--- src/rtl/hopfield_pkg.sv ---
// Shared types and sizing helpers for the Hopfield associative memory core.
package hopfield_pkg;

    typedef enum logic [2:0] {
        IDLE,
        CLEAR,
        LEARN,
        ACC,
        UPD,
        DONE
    } state_t;

    // Saturation bound keeps weights symmetric around zero: +/-(2^(WW-1)-1).
    function automatic int wmax(input int ww);
        return (1 << (ww - 1)) - 1;
    endfunction

    function automatic int acc_width(input int ww, input int n);
        return ww + $clog2(n) + 1;
    endfunction

endpackage

--- src/rtl/hopfield_core_param_if.sv ---
// Control, status and debug-read signals of the Hopfield core.
interface hopfield_core_param_if #(
    parameter int N  = 7,
    parameter int WW = 4
);
    localparam int IW = $clog2(N);
    localparam int CW = $clog2(N + 1);

    logic                 clear_weights;
    logic                 start_learn;
    logic                 start_recall;
    logic [N-1:0]         pattern_in;
    logic                 busy;
    logic                 done;
    logic                 converged;
    logic [N-1:0]         state_out;
    logic [CW-1:0]        activity;
    logic [3:0]           sweep_count;
    logic [IW-1:0]        dbg_i;
    logic [IW-1:0]        dbg_j;
    logic signed [WW-1:0] dbg_w;

    modport master (
        output clear_weights, start_learn, start_recall, pattern_in, dbg_i, dbg_j,
        input  busy, done, converged, state_out, activity, sweep_count, dbg_w
    );

    modport slave (
        input  clear_weights, start_learn, start_recall, pattern_in, dbg_i, dbg_j,
        output busy, done, converged, state_out, activity, sweep_count, dbg_w
    );

endinterface

--- src/rtl/hopfield_weight_bank.sv ---
// N x N signed weight registers with symmetric saturating +/-1 update,
// clear, and two combinational read ports (MAC and debug).
module hopfield_weight_bank
    import hopfield_pkg::*;
#(
    parameter int N  = 7,
    parameter int WW = 4,
    localparam int IW = $clog2(N)
) (
    input  logic                 clk,
    input  logic                 rst,
    input  logic                 clear,
    input  logic                 upd_en,
    input  logic [IW-1:0]        upd_i,
    input  logic [IW-1:0]        upd_j,
    input  logic                 upd_inc,
    input  logic [IW-1:0]        mac_i,
    input  logic [IW-1:0]        mac_j,
    output logic signed [WW-1:0] mac_w,
    input  logic [IW-1:0]        dbg_i,
    input  logic [IW-1:0]        dbg_j,
    output logic signed [WW-1:0] dbg_w
);
    localparam logic signed [WW-1:0] WMAX_V = WW'(wmax(WW));
    localparam logic signed [WW-1:0] ONE    = WW'(1);

    logic signed [WW-1:0] w [N][N];
    logic signed [WW-1:0] w_cur;
    logic                 dbg_in_range;

    assign w_cur = w[upd_i][upd_j];

    // Only i<j pairs are ever addressed, so the diagonal stays at zero.
    always_ff @(posedge clk or posedge rst) begin
        if (rst) begin
            for (int a = 0; a < N; a++)
                for (int b = 0; b < N; b++)
                    w[a][b] <= '0;
        end else if (clear) begin
            for (int a = 0; a < N; a++)
                for (int b = 0; b < N; b++)
                    w[a][b] <= '0;
        end else if (upd_en) begin
            if (upd_inc && (w_cur != WMAX_V)) begin
                w[upd_i][upd_j] <= w_cur + ONE;
                w[upd_j][upd_i] <= w_cur + ONE;
            end else if (!upd_inc && (w_cur != -WMAX_V)) begin
                w[upd_i][upd_j] <= w_cur - ONE;
                w[upd_j][upd_i] <= w_cur - ONE;
            end
        end
    end

    assign mac_w = w[mac_i][mac_j];

    assign dbg_in_range = ({1'b0, dbg_i} < (IW + 1)'(N)) && ({1'b0, dbg_j} < (IW + 1)'(N));
    assign dbg_w        = dbg_in_range ? w[dbg_i][dbg_j] : '0;

endmodule

--- src/rtl/hopfield_core_param.sv ---
// Hopfield associative memory: Hebbian learning and sequential recall
// with a serial MAC, convergence detection and a sweep limit.
//
// state | meaning
// IDLE  | waiting for clear_weights / start_learn / start_recall
// CLEAR | zero all weights (1 cycle)
// LEARN | one i<j pair per cycle, symmetric saturating update
// ACC   | accumulate field of neuron i over j = 0..N-1
// UPD   | threshold field into s_i, end-of-sweep decision
// DONE  | one-cycle done pulse
module hopfield_core_param
    import hopfield_pkg::*;
#(
    parameter int N          = 7,
    parameter int WW         = 4,
    parameter int MAX_SWEEPS = 4
) (
    input logic                   clk,
    input logic                   rst,
    hopfield_core_param_if.slave  bus
);
    localparam int IW = $clog2(N);
    localparam int CW = $clog2(N + 1);
    localparam int AW = acc_width(WW, N);

    state_t               state, state_nxt;
    logic [IW-1:0]        idx_i, idx_j;
    logic [N-1:0]         pat;
    logic [N-1:0]         s;
    logic signed [AW-1:0] acc;
    logic                 changed;
    logic [3:0]           sweeps;
    logic                 conv;
    logic [CW-1:0]        act;

    logic                 last_j, last_i, last_pair;
    logic                 h_pos, h_neg, flip, any_change, sweep_limit;
    logic signed [WW-1:0] mac_w;
    logic signed [AW-1:0] w_ext, term;

    hopfield_weight_bank #(.N(N), .WW(WW)) u_bank (
        .clk     (clk),
        .rst     (rst),
        .clear   (state == CLEAR),
        .upd_en  (state == LEARN),
        .upd_i   (idx_i),
        .upd_j   (idx_j),
        .upd_inc (pat[idx_i] ~^ pat[idx_j]),
        .mac_i   (idx_i),
        .mac_j   (idx_j),
        .mac_w   (mac_w),
        .dbg_i   (bus.dbg_i),
        .dbg_j   (bus.dbg_j),
        .dbg_w   (bus.dbg_w)
    );

    assign last_j    = (idx_j == IW'(N - 1));
    assign last_i    = (idx_i == IW'(N - 1));
    assign last_pair = (idx_i == IW'(N - 2)) && last_j;

    assign w_ext = {{(AW - WW){mac_w[WW-1]}}, mac_w};
    assign term  = s[idx_j] ? w_ext : -w_ext;

    // acc holds the complete field of neuron idx_i while in UPD.
    assign h_neg       = acc[AW-1];
    assign h_pos       = (acc != '0) && !acc[AW-1];
    assign flip        = (h_pos && !s[idx_i]) || (h_neg && s[idx_i]);
    assign any_change  = changed | flip;
    assign sweep_limit = ((sweeps + 4'd1) == 4'(MAX_SWEEPS));

    always_ff @(posedge clk or posedge rst) begin
        if (rst) state <= IDLE;
        else     state <= state_nxt;
    end

    always_comb begin
        state_nxt = state;
        case (state)
            IDLE: begin
                if (bus.clear_weights)     state_nxt = CLEAR;
                else if (bus.start_learn)  state_nxt = LEARN;
                else if (bus.start_recall) state_nxt = ACC;
            end
            CLEAR: state_nxt = DONE;
            LEARN: if (last_pair) state_nxt = DONE;
            ACC:   if (last_j) state_nxt = UPD;
            UPD: begin
                if (last_i && (!any_change || sweep_limit)) state_nxt = DONE;
                else                                        state_nxt = ACC;
            end
            DONE:    state_nxt = IDLE;
            default: state_nxt = IDLE;
        endcase
    end

    always_ff @(posedge clk or posedge rst) begin
        if (rst) begin
            idx_i   <= '0;
            idx_j   <= '0;
            pat     <= '0;
            s       <= '0;
            acc     <= '0;
            changed <= 1'b0;
            sweeps  <= '0;
            conv    <= 1'b0;
            act     <= '0;
        end else begin
            act <= CW'($countones(s));
            case (state)
                IDLE: begin
                    if (bus.clear_weights) begin
                        conv <= 1'b0;
                    end else if (bus.start_learn) begin
                        pat   <= bus.pattern_in;
                        idx_i <= '0;
                        idx_j <= IW'(1);
                        conv  <= 1'b0;
                    end else if (bus.start_recall) begin
                        s       <= bus.pattern_in;
                        idx_i   <= '0;
                        idx_j   <= '0;
                        changed <= 1'b0;
                        sweeps  <= '0;
                        conv    <= 1'b0;
                    end
                end
                LEARN: begin
                    if (last_j) begin
                        idx_i <= idx_i + IW'(1);
                        idx_j <= idx_i + IW'(2);
                    end else begin
                        idx_j <= idx_j + IW'(1);
                    end
                end
                ACC: begin
                    acc   <= ((idx_j == '0) ? '0 : acc) + term;
                    idx_j <= last_j ? '0 : idx_j + IW'(1);
                end
                UPD: begin
                    if (h_pos)      s[idx_i] <= 1'b1;
                    else if (h_neg) s[idx_i] <= 1'b0;
                    changed <= any_change;
                    if (last_i) begin
                        idx_i  <= '0;
                        sweeps <= sweeps + 4'd1;
                        if (!any_change)      conv    <= 1'b1;
                        else if (sweep_limit) conv    <= 1'b0;
                        else                  changed <= 1'b0;
                    end else begin
                        idx_i <= idx_i + IW'(1);
                    end
                end
                default: ;
            endcase
        end
    end

    assign bus.busy        = (state != IDLE);
    assign bus.done        = (state == DONE);
    assign bus.converged   = conv;
    assign bus.state_out   = s;
    assign bus.activity    = act;
    assign bus.sweep_count = sweeps;

endmodule

--- src/flat_wrapper.sv ---
// flat-port wrapper written by rule: the top's interface ports become plain ports
module hopfield_core_param_flat import hopfield_pkg::*;
#(
    parameter int N          = 7,
    parameter int WW         = 4,
    parameter int MAX_SWEEPS = 4
)
  (clk, rst, bus_clear_weights, bus_start_learn, bus_start_recall, bus_pattern_in, bus_dbg_i, bus_dbg_j, bus_busy, bus_done, bus_converged, bus_state_out, bus_activity, bus_sweep_count, bus_dbg_w);
  hopfield_core_param_if #(.N(N), .WW(WW)) bus_i ();
  input logic clk;
  input logic rst;
  input wire logic [$bits(bus_i.clear_weights)-1:0] bus_clear_weights;
  input wire logic [$bits(bus_i.start_learn)-1:0] bus_start_learn;
  input wire logic [$bits(bus_i.start_recall)-1:0] bus_start_recall;
  input wire logic [$bits(bus_i.pattern_in)-1:0] bus_pattern_in;
  input wire logic [$bits(bus_i.dbg_i)-1:0] bus_dbg_i;
  input wire logic [$bits(bus_i.dbg_j)-1:0] bus_dbg_j;
  output wire logic [$bits(bus_i.busy)-1:0] bus_busy;
  output wire logic [$bits(bus_i.done)-1:0] bus_done;
  output wire logic [$bits(bus_i.converged)-1:0] bus_converged;
  output wire logic [$bits(bus_i.state_out)-1:0] bus_state_out;
  output wire logic [$bits(bus_i.activity)-1:0] bus_activity;
  output wire logic [$bits(bus_i.sweep_count)-1:0] bus_sweep_count;
  output wire logic [$bits(bus_i.dbg_w)-1:0] bus_dbg_w;
  assign bus_i.clear_weights = bus_clear_weights;
  assign bus_i.start_learn = bus_start_learn;
  assign bus_i.start_recall = bus_start_recall;
  assign bus_i.pattern_in = bus_pattern_in;
  assign bus_i.dbg_i = bus_dbg_i;
  assign bus_i.dbg_j = bus_dbg_j;
  assign bus_busy = bus_i.busy;
  assign bus_done = bus_i.done;
  assign bus_converged = bus_i.converged;
  assign bus_state_out = bus_i.state_out;
  assign bus_activity = bus_i.activity;
  assign bus_sweep_count = bus_i.sweep_count;
  assign bus_dbg_w = bus_i.dbg_w;
  hopfield_core_param #(.N(N), .WW(WW), .MAX_SWEEPS(MAX_SWEEPS)) u_core (.clk(clk), .rst(rst), .bus(bus_i));
endmodule
--- config.mk ---
export PLATFORM = sky130hd
export DESIGN_NAME = hopfield_core_param_flat
export DESIGN_NICKNAME = d
export VERILOG_FILES = /design/src/rtl/hopfield_pkg.sv /design/src/rtl/hopfield_core_param_if.sv /design/src/rtl/hopfield_weight_bank.sv /design/src/rtl/hopfield_core_param.sv /design/src/flat_wrapper.sv
export SDC_FILE = /design/constraint.sdc
export NUM_CORES = 1
export LEC_CHECK = 0
export CORE_ASPECT_RATIO = 1.2
export CORE_MARGIN = 2
export CORE_UTILIZATION = 64
export DETAILED_ROUTE_END_ITERATION = 8
export PLACE_DENSITY = 0.78
export SLEW_MARGIN = 20
export SYNTH_ARGS = -nofsm -noshare
export SYNTH_HDL_FRONTEND = slang
export SYNTH_HIERARCHICAL = 1
export SYNTH_SLANG_ARGS = --single-unit
--- constraint.sdc ---
create_clock -name clk -period 8.12 [get_ports clk]
set_input_delay 1.624 -clock clk [delete_from_list [all_inputs] [get_ports clk]]
set_output_delay 1.624 -clock clk [all_outputs]
set_load 0.02 [all_outputs]
==> key figures <==
STA
  – Tmin final: 6260 ps
  – Worst clock skew: 10.2 ps
  – Worst-margin pin slew: 1160 ps
  – Final hold violation count: 0
  – Worst relative slew slack: 22.2%
  – RSZ-0062 raised after global routing: false
  – Fmax: 160 MHz
  – Max-slew violations: 0
  – Setup violations, final: 0
  – Fin crit share: 77.1%
  – Setup TNS: 0 ps

Die
  – Row Count: 64
  – Die X: 151 um
  – Starting Density: 65.0%
  – Die height: 180 um
  – Die footprint: 0.0272 mm^2
  – Core area: 0.0255 mm^2
  – IO Count: 39

Clocking
  – CTS buffer count: 26
  – Clock root cell: clkbuf_16
  – Post-CTS Resized: 0
  – Clk slew on worst S/H paths: 60 ps
  – TritonCTS clock tree: built
  – Clk buf depth: 3
  – Clock Sinks: 236
  – H-tree depth: 1
  – Post-CTS Hold Fix Bufs: 0
  – Clock latency on the worst-skew pair: 540 ps
  – Setup Buffers After CTS: 0

Worst setup path
  – Critical Path Source Type: input pin
  – WP data arrival: 4640 ps
  – Max stage delay on crit path: 610 ps
  – Critical Path RT: 6500 ps
  – Endpoint class of the critical path: primary output
  – CP bufs+invs: 3
  – CP top delay family: buffers and inverters
  – Most common cell type on the critical path: mux4_2
  – Critical path's slowest cell: buf_4
  – Crit Path Category: in -> out
  – Critical path fanouts, max: 56
  – Crit path cell chain: buf_2 > buf_4 > mux4_2 > mux4_2 > nand2_1 > a21oi_1 > a31oi_1 > o21ai_0 > clkdlybuf4s50_1

Logic synthesis
  – Netlist Area Pre-Place: 0.0166 mm^2
  – Cells after Synth: 1,647
  – Async SR Flop Fraction: 100%
  – Post-synth EDFFs: 0
  – Synth unique cells: 81
  – Area leader, netlist: dfrtp_1
  – Register area share after synthesis: 35.7%
  – Main synth FF type: dfrtp_1
  – Post-synth top area share: 35.7%
  – Synth area leaders: dfrtp_1 (36%), mux4_2 (14%), mux2i_1 (8.5%), nor2_1 (4.6%), a211oi_1 (4.0%)
  – FF+latch count, synth: 236
  – Syn_nets: 1,694
  – Avg Synthesized Cell Area: 10.1 um^2
  – Syn. warnings: 6

Final layout
  – Number of diodes: 0
  – Area Growth Syn to Fin: 8.36%
  – Share of cells above drive strength 1: 16.6%
  – Layout Cells excl Fill: 1,958
  – Final #Nets: 1,656
  – # fillers: 1,937
  – Area of the multi-input gates: 0.00987 mm^2
  – FF+latch area: 0.00592 mm^2

Place
  – Detailed placement HPWL: 35,700 um
  – Placed Cells: 1,911
  – Routability cong.: 1.01
  – Port bufs: 38

Drt
  – Post-route ant nets: 0
  – Post-DR wirelength/cell: 27.2 um
  – Remaining DRCs: 0
  – Initial drt markers: 1,649
  – DRT Wirelength: 53,200 um
  – Detailed-route vias per instance: 7.28
  – DRT Pass-1 Iters: 6
  – Via count: 14,200

Power and ir drop
  – Pwr Density: 372 mW/mm^2
  – Leakage: 6.89 nW
  – Peak supply drop: 0.724 mV

Global routing
  – Antenna violations before repair: 0
  – Gr ovfl total: 0
  – Vias in the first global route: 13,900
  – Total track usage: 39.7%
  – Pin count of the biggest net entering global routing: 123
  – First-pass GRT wire length: 82,300 um

Worst hold path
  – Path type of the worst min-delay path: reg -> reg

Status
  – Status: complete, no violations

Flow run
  – Max-cap violations: 0
Yosys cell counts (11+ instances only):
cell and instances:
a211oi_1 89, nor3_2 12, buf_1 19, ha_1 24, mux2i_1 141, nand2_1 141, mux2_2 25, inv_1 38
and2_1 14, clkbuf_1 79, a21oi_1 47, o22ai_1 12, nor3_1 27, buf_2 30, nand3_1 17, dfrtp_1 236
o21ai_0 117, mux4_2 105, nor2b_1 15, nand2b_1 24, nor2_1 201, o2bb2ai_1 11, a22o_1 40
area by class of cell:
type,instances,area share (%)
multi-input cells,1223,55.0
flip-flops and latches,236,33.0
clock buffers,36,4.29
repair buffers,81,3.86
well taps,330,2.30
inverters,41,0.899
clock inverters,11,0.662
through the flow:
stage | area (um^2) | hold WS, ps | util, % | setup WS (ps) | power (W)
detailed placement | 17000 | 497 | 66.9 | 1850 | 0.00535
floorplan | 16600 | 464 | - | 1160 | 0.00424
CTS | 17900 | 513 | 70.4 | 1840 | 0.00659
finish | 17900 | 508 | 70.5 | 1860 | 0.00668
global route | 17900 | 534 | 70.5 | 1710 | 0.00699
global placement | 17000 | 484 | 66.9 | 1870 | 0.00529
layer usage:
layer  track usage (%)  up-vias  wire length, um
met1              51.4     7062            19500
met3              6.28      216             4540
met2              63.0      884            25100
met4              23.4        0             4020
met5                 0        -                0
li1                  -     6087                -
flip-flops by register name, indices dropped and copies added, names as in the netlist, named ones only:
name                    flops
u_core/u_bank/w           196
u_core/acc                  8
u_core/pat                  7
u_core/bus.sweep_count      4
u_core/bus.activity         3
u_core/idx_i                3
u_core/idx_j                3
u_core/state                3
u_core/bus.converged        1
u_core/changed              1
worst min-delay path, stage by stage, from the launching register on:
cell	delay (ps)
dfrtp_1	360
nand2_1	50
o21ai_0	60
kinds of logic (layout without fill, tap and decap cells):
group | count (synthesis) | in the layout | synth area share, %
muxes | 274 | 274 | 24.7
xor gates and xnor gates | 8 | 8 | 0.423
DFF | 236 | 236 | 35.7
and+or+nand+nor | 500 | 500 | 14.5
AOI/OAI and AO/OA | 412 | 412 | 17.1
adders and majority gates | 29 | 29 | 2.42
buffers and inverters | 188 | 169 | 5.12
power breakdown:
part / switching [W] / internal, W / leakage [nW]
clock network: 0.000496 / 0.000726 / 0.441
logic: 0.00258 / 0.00117 / 3.22
registers: 0.000336 / 0.00136 / 3.23
total: 0.00342 / 0.00326 / 6.89
layout by cell type, fill, tap and decap left out, drive strengths merged, types with 5 or more instances in the layout:
cell type and count:
a211oi 89, a21oi 47, a221o 10, a221oi 7, a22o 40, a22oi 10
a31oi 10, a32oi 7, and2 16, buf 45, clkbuf 36, clkdlybuf4s50 36
clkinv 9, dfrtp 236, fa 5, ha 24, inv 40, mux2 28
mux2i 141, mux4 105, nand2 141, nand2b 24, nand3 17, nand3b 7
nand4 5, nor2 202, nor2b 15, nor3 40, nor3b 5, nor4 14
o211ai 8, o21ai 118, o22ai 12, o2bb2ai 11, o31ai 9
worst paths after layout:
kind | cells past startpoint | slack [ps] | startpoint | end
min in group asynchronous | 2 | 1660 | rst | u_core/u_bank/w[78]$_DFFE_PP0P_
min | 2 | 510 | u_core/acc[4]$_DFFE_PP0P_ | u_core/acc[4]$_DFFE_PP0P_
max | 9 | 1860 | bus_dbg_i[0] | bus_dbg_w[2]
max in group asynchronous | 3 | 4990 | rst | u_core/u_bank/w[128]$_DFFE_PP0P_
min reg2reg | 2 | 510 | u_core/acc[4]$_DFFE_PP0P_ | u_core/acc[4]$_DFFE_PP0P_
max reg2reg | 14 | 2230 | u_core/idx_i[0]$_DFFE_PP0P_ | u_core/u_bank/w[148]$_DFFE_PP0P_
Note: power is estimated with default switching activity, not from simulation.
